--- src/rtl/toggle_counter_pkg.sv ---
// Shared constants and the per-bit toggle function for the T flip-flop counter chain.
package toggle_counter_pkg;

  localparam logic DIR_UP        = 1'b1;
  localparam logic DIR_DOWN      = 1'b0;
  localparam int   DEFAULT_WIDTH = 4;
  localparam int   MAX_WIDTH     = 32;

  // Bit i toggles when every lower bit is 1 (up) or every lower bit is 0 (down).
  function automatic logic [MAX_WIDTH-1:0] toggle_vector(input logic [MAX_WIDTH-1:0] q,
                                                         input logic                 up);
    logic [MAX_WIDTH-1:0] t;
    logic                 run;
    run = 1'b1;
    for (int i = 0; i < MAX_WIDTH; i++) begin
      t[i] = run;
      run  = run & ((up == DIR_DOWN) ? ~q[i] : q[i]);
    end
    return t;
  endfunction

endpackage

--- src/rtl/t_ff.sv ---
// One-bit T flip-flop with synchronous reset and parallel load (rst > Ld > En&T).
module t_ff (
  input  logic clk,
  input  logic rst,
  input  logic En,
  input  logic T,
  input  logic Ld,
  input  logic D,
  output logic Q
);

  logic q_d;
  logic q_q;

  // Next-state selection: load overrides toggle
  always_comb begin
    q_d = q_q;
    if (Ld) begin
      q_d = D;
    end else if (En && T) begin
      q_d = ~q_q;
    end else begin
      q_d = q_q;
    end
  end

  // State register with synchronous reset
  always_ff @(posedge clk) begin
    if (rst) begin
      q_q <= 1'b0;
    end else begin
      q_q <= q_d;
    end
  end

  assign Q = q_q;

endmodule

--- src/rtl/toggle_counter.sv ---
// Up/down counter built from a chain of t_ff cells, with load, terminal count and sticky overflow.
// Define TOGGLE_COUNTER_MOD_EN to make the counter modulo MOD_VALUE.
module toggle_counter
  import toggle_counter_pkg::*;
#(
  parameter int WIDTH     = DEFAULT_WIDTH,
  parameter int MOD_VALUE = 10
) (
  input  logic             clk,
  input  logic             rst,
  input  logic             En,
  input  logic             Up,
  input  logic             Load,
  input  logic [WIDTH-1:0] D,
  output logic [WIDTH-1:0] Q,
  output logic [WIDTH-1:0] Q_bar,
  output logic             TC,
  output logic             OVF
);

`ifdef TOGGLE_COUNTER_MOD_EN
  localparam bit MOD_EN = 1'b1;
  localparam logic [WIDTH:0] MOD_LIMIT = (WIDTH+1)'(MOD_VALUE);
`else
  localparam bit MOD_EN = 1'b0;
`endif
  localparam logic [WIDTH-1:0] TOP = MOD_EN ? WIDTH'(MOD_VALUE - 1) : {WIDTH{1'b1}};

  logic [WIDTH-1:0] q_s;
  logic [WIDTH-1:0] full_t_s;
  logic [WIDTH-1:0] t_s;
  logic [WIDTH-1:0] d_load_s;
  logic             wrap_s;
  logic             ovf_d;
  logic             ovf_q;

  // Toggle vector and load value; modulo mode forces the wrap value through the same cells
  always_comb begin
    full_t_s = WIDTH'(toggle_vector(MAX_WIDTH'(q_s), Up));
    wrap_s   = (Up == DIR_UP) ? (q_s == TOP) : (q_s == {WIDTH{1'b0}});
`ifdef TOGGLE_COUNTER_MOD_EN
    if (wrap_s) begin
      t_s = q_s ^ ((Up == DIR_UP) ? {WIDTH{1'b0}} : TOP);
    end else begin
      t_s = full_t_s;
    end
    d_load_s = ({1'b0, D} >= MOD_LIMIT) ? TOP : D;
`else
    t_s      = full_t_s;
    d_load_s = D;
`endif
  end

  for (genvar i = 0; i < WIDTH; i++) begin : g_cell
    t_ff u_t_ff (
      .clk (clk),
      .rst (rst),
      .En  (En),
      .T   (t_s[i]),
      .Ld  (Load),
      .D   (d_load_s[i]),
      .Q   (q_s[i])
    );
  end

  // Sticky overflow: set by an enabled wrap, cleared by load
  always_comb begin
    ovf_d = ovf_q;
    if (Load) begin
      ovf_d = 1'b0;
    end else if (En && wrap_s) begin
      ovf_d = 1'b1;
    end else begin
      ovf_d = ovf_q;
    end
  end

  // Overflow register
  always_ff @(posedge clk) begin
    if (rst) begin
      ovf_q <= 1'b0;
    end else begin
      ovf_q <= ovf_d;
    end
  end

  assign Q     = q_s;
  assign Q_bar = ~q_s;
  assign TC    = En & ~Load & wrap_s;
  assign OVF   = ovf_q;

endmodule

--- config.mk ---
export PLATFORM = sky130hd
export DESIGN_NAME = toggle_counter
export DESIGN_NICKNAME = d
export VERILOG_FILES = /design/src/rtl/toggle_counter_pkg.sv /design/src/rtl/t_ff.sv /design/src/rtl/toggle_counter.sv
export SDC_FILE = /design/constraint.sdc
export NUM_CORES = 1
export LEC_CHECK = 0
export ABC_AREA = 1
export CAP_MARGIN = 15
export CORE_AREA = 2 2 39 41
export CTS_CLUSTER_SIZE = 28
export DETAILED_ROUTE_END_ITERATION = 16
export DIE_AREA = 0 0 41 43
export GPL_TIMING_DRIVEN = 0
export PLACE_DENSITY_LB_ADDON = 0.05
export SLEW_MARGIN = 20
export SYNTH_ARGS = -nofsm -noshare
export SYNTH_HDL_FRONTEND = slang
export SYNTH_SLANG_ARGS = --single-unit
--- constraint.sdc ---
create_clock -name clk -period 1.4 [get_ports clk]
set_input_delay 0.35 -clock clk [delete_from_list [all_inputs] [get_ports clk]]
set_output_delay 0.35 -clock clk [all_outputs]
set_load 0.005 [all_outputs]
== Yosys cells after proc, flatten, opt, wreduce, memory -nomap -nowiden ==
Cells that the tools add are included.

* Flip-flop bits (word level): 5
* Bits in latches: 0
* Memory bits (writable): 0
* Bits in read-only memories: 0
* Memories: 0

* Add/subtract/negate cells: 0
* $mul: 0
* Div/mod/pow operators: 0
* Magnitude comparators: 0
* Equality and inequality tests: 1
* Shifts and indexed selects: 0
* Multiplexer cells: 12
* Bitwise logic cells: 10
* Reductions and logical operators: 10

{| class="wikitable"
|+ Operator list
! kind !! number
|-
| two-way mux 1 bit || 12
|-
| nonzero test 2 bit || 4
|-
| inverter 1 bit || 5
|-
| bitwise AND 1 bit || 4
|-
| == test 4 bit (second input constant) || 1
|-
| logical AND 1 bit || 4
|-
| zero test 4 bit || 1
|-
| inverter 4 bit || 1
|-
| OR reduction 2 bit || 1
|}

== Longest topological paths before layout ==
Gate-level depths: netlist of the first run.

* Word-level depth: 7
* Depth in mapped cells: 9
* Mapped depth without buffers: 9

== Hierarchy ==
From an unflattened synthesis of the first run, not the netlist that was laid out.

* Cells, all modules: 62
* Area total of the unflattened synthesis: 380.4 um2

{| class="wikitable"
|+ By module, submodules not included
! module !! times used !! cells each !! area an instance (um2) !! sequential area each (um2)
|-
| t_ff || 4 || 9 || 60.1 || 20.0
|-
| toggle_counter || 1 || 26 || 140.1 || 20.0
|}

== Worst setup path after synthesis of the first run ==
OpenSTA, ideal clock, no wires.

* Path type: register -> output
* Start point: reg g_cell[0].u_t_ff.q_q
* End point: out TC
* Arrival time: 0.840 ns
* Data required time: 1.050 ns
* Setup slack: 0.210 ns
* Cell stages (with the launch flop): 6
* Path buffers: 0
* Cell sequence: dfxtp_1 -> inv_2 -> nor2_1 -> nor2_4 -> o2111ai_1 -> nor2_1

* Word-level cells in the longest chain between the ends: 3
* Elaborated cells on any way between the ends: 4
* Those cells by class: 1 x eq/ne; 1 x mux; 1 x bitwise; 1 x reduce/logical

{| class="wikitable"
|+ Ends and longest elaborated chain
! element !! RTL line !! RTL
|-
| start: declaration || t_ff.sv:13 || <nowiki>logic q_q;</nowiki>
|-
| start signal: assignment || t_ff.sv:32 || <nowiki>q_q <= q_d;</nowiki>
|-
| == test 4 bit / zero test 4 bit (equally long branches) || toggle_counter.sv:40 || <nowiki>wrap_s = (Up == DIR_UP) ? (q_s == TOP) : (q_s == {WIDTH{1'b0}});</nowiki>
|-
| two-way mux 1 bit * || toggle_counter.sv:40 ||
|-
| bitwise AND 1 bit * || toggle_counter.sv:89 || <nowiki>assign TC = En & ~Load & wrap_s;</nowiki>
|-
| end: declaration || toggle_counter.sv:17 || <nowiki>output logic TC,</nowiki>
|}

Every way passes the cells marked *; elsewhere a longest branch is shown, timed or not.

== Final worst setup path of the first run ==
Same ends and word-level chain as after synthesis.

==> results of run 1 <==
## worst max-delay path, stage by stage, from the launching register on
cell,delay [ps]
dfxtp_4,350
inv_4,70
nor2_4,40
nor2_4,110
o2111ai_2,120
nor2_1,100
buf_2,120
## power by group
part	leakage [nW]	internal (W)	switching (W)	total, W
Sequential	0.0435	0.000153	0.0000118	0.000165
Combinational	0.258	0.0000869	0.0000668	0.000154
Clock	0.0150	0.000108	0.0000567	0.000164
## routing by layer
layer	vias up	global-route usage (%)	routed length, um
met2	15	15.9	384
met3	4	2.09	60
met5	-	0	0
met4	0	10.0	29
met1	195	14.8	401
li1	237	-	-
## worst max path at each step
stage,from,end,cells after the start
floorplan,g_cell[0].u_t_ff.Q,TC,5
global placement,Up,TC,8
detailed placement,Up,TC,8
CTS,g_cell[1].u_t_ff.Q,TC,6
global route,g_cell[0].u_t_ff.Q,TC,6
finish,g_cell[0].u_t_ff.Q,TC,6
## stage by stage
stage	hold WS [ps]	worst slack (ps)	cells
final	440	-92.7	102
after floorplan	442	210	58
after CTS	446	-145	100
after global placement	443	-997	92
after global routing	456	-171	102
after detailed placement	439	-1000	92
## what timing repair did
action / in CTS / in global routing
hold endpoints to repair: 0 / 0
setup endpoints to repair: 13 / 1
pin swaps: 3 / 2
buffers inserted: 4 / 2
hold buffers: 0 / 0
resized for setup: 27 / 5
## kinds of logic (layout without fill, tap and decap cells)
group	count (synthesis)	after routing	share of synthesized area (%)
flip-flops	5	5	28.4
AO/OA/AOI/OAI	11	11	17.4
buffers and inverters	15	43	20.2
AND/OR/NAND/NOR	27	27	34.0
## synthesized netlist by cell type
cell       count  area, um^2
nand2_1       12        45.0
inv_1          9        33.8
nor2_1         7        26.3
o21ai_0        6        30.0
dfxtp_1        5         100
buf_4          4        30.0
nand3_1        4        20.0
a21oi_1        3        15.0
inv_2          2        7.51
nand2_2        1        6.26
nand4_1        1        6.26
nor2_4         1        11.3
nor3_1         1        5.00
o2111ai_1      1        8.76
o211ai_1       1        7.51
## final cells by class
class	count	area [um^2]	share of cell area, %
Buffer	4	30.0	4.75
Clock buffer	4	26.3	4.16
Inverter	11	43.8	6.93
Multi-Input combinational cell	38	198	31.3
Sequential cell	5	113	17.8
Tap cell	16	20.0	3.17
Timing Repair Buffer	24	201	31.9
## registers in the layout (all words and copies together) (netlist names)
register / cells
g_cell.u_t_ff.Q: 4
OVF: 1
==> flow_summary.json, run 1 <==
{
  "status": "finished with violations",
  "violations": "setup timing",
  "clk_transition_reported_paths_ps": 40,
  "max_slew.worst_pin.slew_ps": 221,
  "synth_nets": 67,
  "dp_hpwl_um": 656,
  "syn_inst": 58,
  "dr.first_iter.drc_count": 0,
  "ys_types": 15,
  "r2r_cells": 8,
  "min_to": "OVF",
  "fillerInstances": 168,
  "timing.final.hold_violations": 0,
  "setup_viol": 1,
  "dpl_cell_area_um2": 553,
  "clkSinkCount": 5,
  "cts_tree": "built",
  "cp_max_fo": 4,
  "core_area_mm2": 0.00138,
  "maxSlewHeadroom_pct": 85.1,
  "critical_path_class": "reg2out",
  "min_period_ps": 1490,
  "drt-total-wl_um": 875,
  "leakagePower_nw": 0.316,
  "grt_max_degree": 7,
  "cts_buffer_depth": 2,
  "grtUsageTotal_pct": 11.7,
  "grt_first_pass_wirelength_um": 1350,
  "first_pass_iters": 1,
  "final_core_util_pct": 45.7,
  "clk_latency_ps": 240,
  "total_power_w": 0.000483,
  "synth_area_um2": 353,
  "die_w_um": 41,
  "placementRows": 14,
  "finalCritPeriodShare_pct": 107,
  "grt_pass1_vias": 354,
  "syn_to_final_growth_pct": 79.1,
  "die-area_mm2": 0.00176,
  "nets": 96,
  "yosysSeqAreaShare_pct": 28.4,
  "yosysWarnings": 0,
  "fin_setup_tns_ps": -92.7,
  "cap_viol_max_count": 0,
  "clock_skew_ps": 3.60,
  "vias_per_cell": 4.42,
  "place_congestion": 0.651,
  "final_cell_mix": "11 x nand2_1, 11 x buf_4, 9 x dlygate4sd2_1, 8 x inv_1",
  "pin_count": 19,
  "design_area_um2": 632,
  "start_util_pct": 25.5,
  "vdd_drop_max_v": 0.000410,
  "port_buffers": 18,
  "overflow": 0,
  "max_freq_ghz": 0.670,
  "syn_area_per_cell_um2": 6.08,
  "vias": 451,
  "grt_antenna_before_repair": 0,
  "synth-seq-cells": 5,
  "wl_per_cell_um": 8.58,
  "end_kind": "primary output",
  "slew_violations": 0,
  "rrSetupSlack_ps": 160,
  "hold_depth": 2,
  "cts_buffers": 3,
  "cts_htree_levels": 1,
  "drc_errors": 0,
  "min_from": "OVF",
  "diodes": 0,
  "power_density_mw_per_mm2": 765,
  "startpoint_type": "flop",
  "cts_root_buf": "clkbuf_4",
  "rsz0062_at_grt": "yes",
  "ant_nets": 0,
  "die_h_um": 43,
  "hp-class": "reg2reg",
  "cp_data_required_time_ps": 1050,
  "regToRegEndpoint": "g_cell[1].u_t_ff.Q",
  "fin_ws_ps": -92.7,
  "critPathArrivalTime_ps": 1140,
  "rr_startpoint": "g_cell[0].u_t_ff.Q",
  "drive_above_1_share_pct": 32.6
}
(Power assumes the default switching activity.)
==> run 2, diff against run 1 <==
SLEW_MARGIN = default   (was 20)
==> results of run 2 <==
Same layout as run 1: the final DEF is identical, and so are final timing and power.
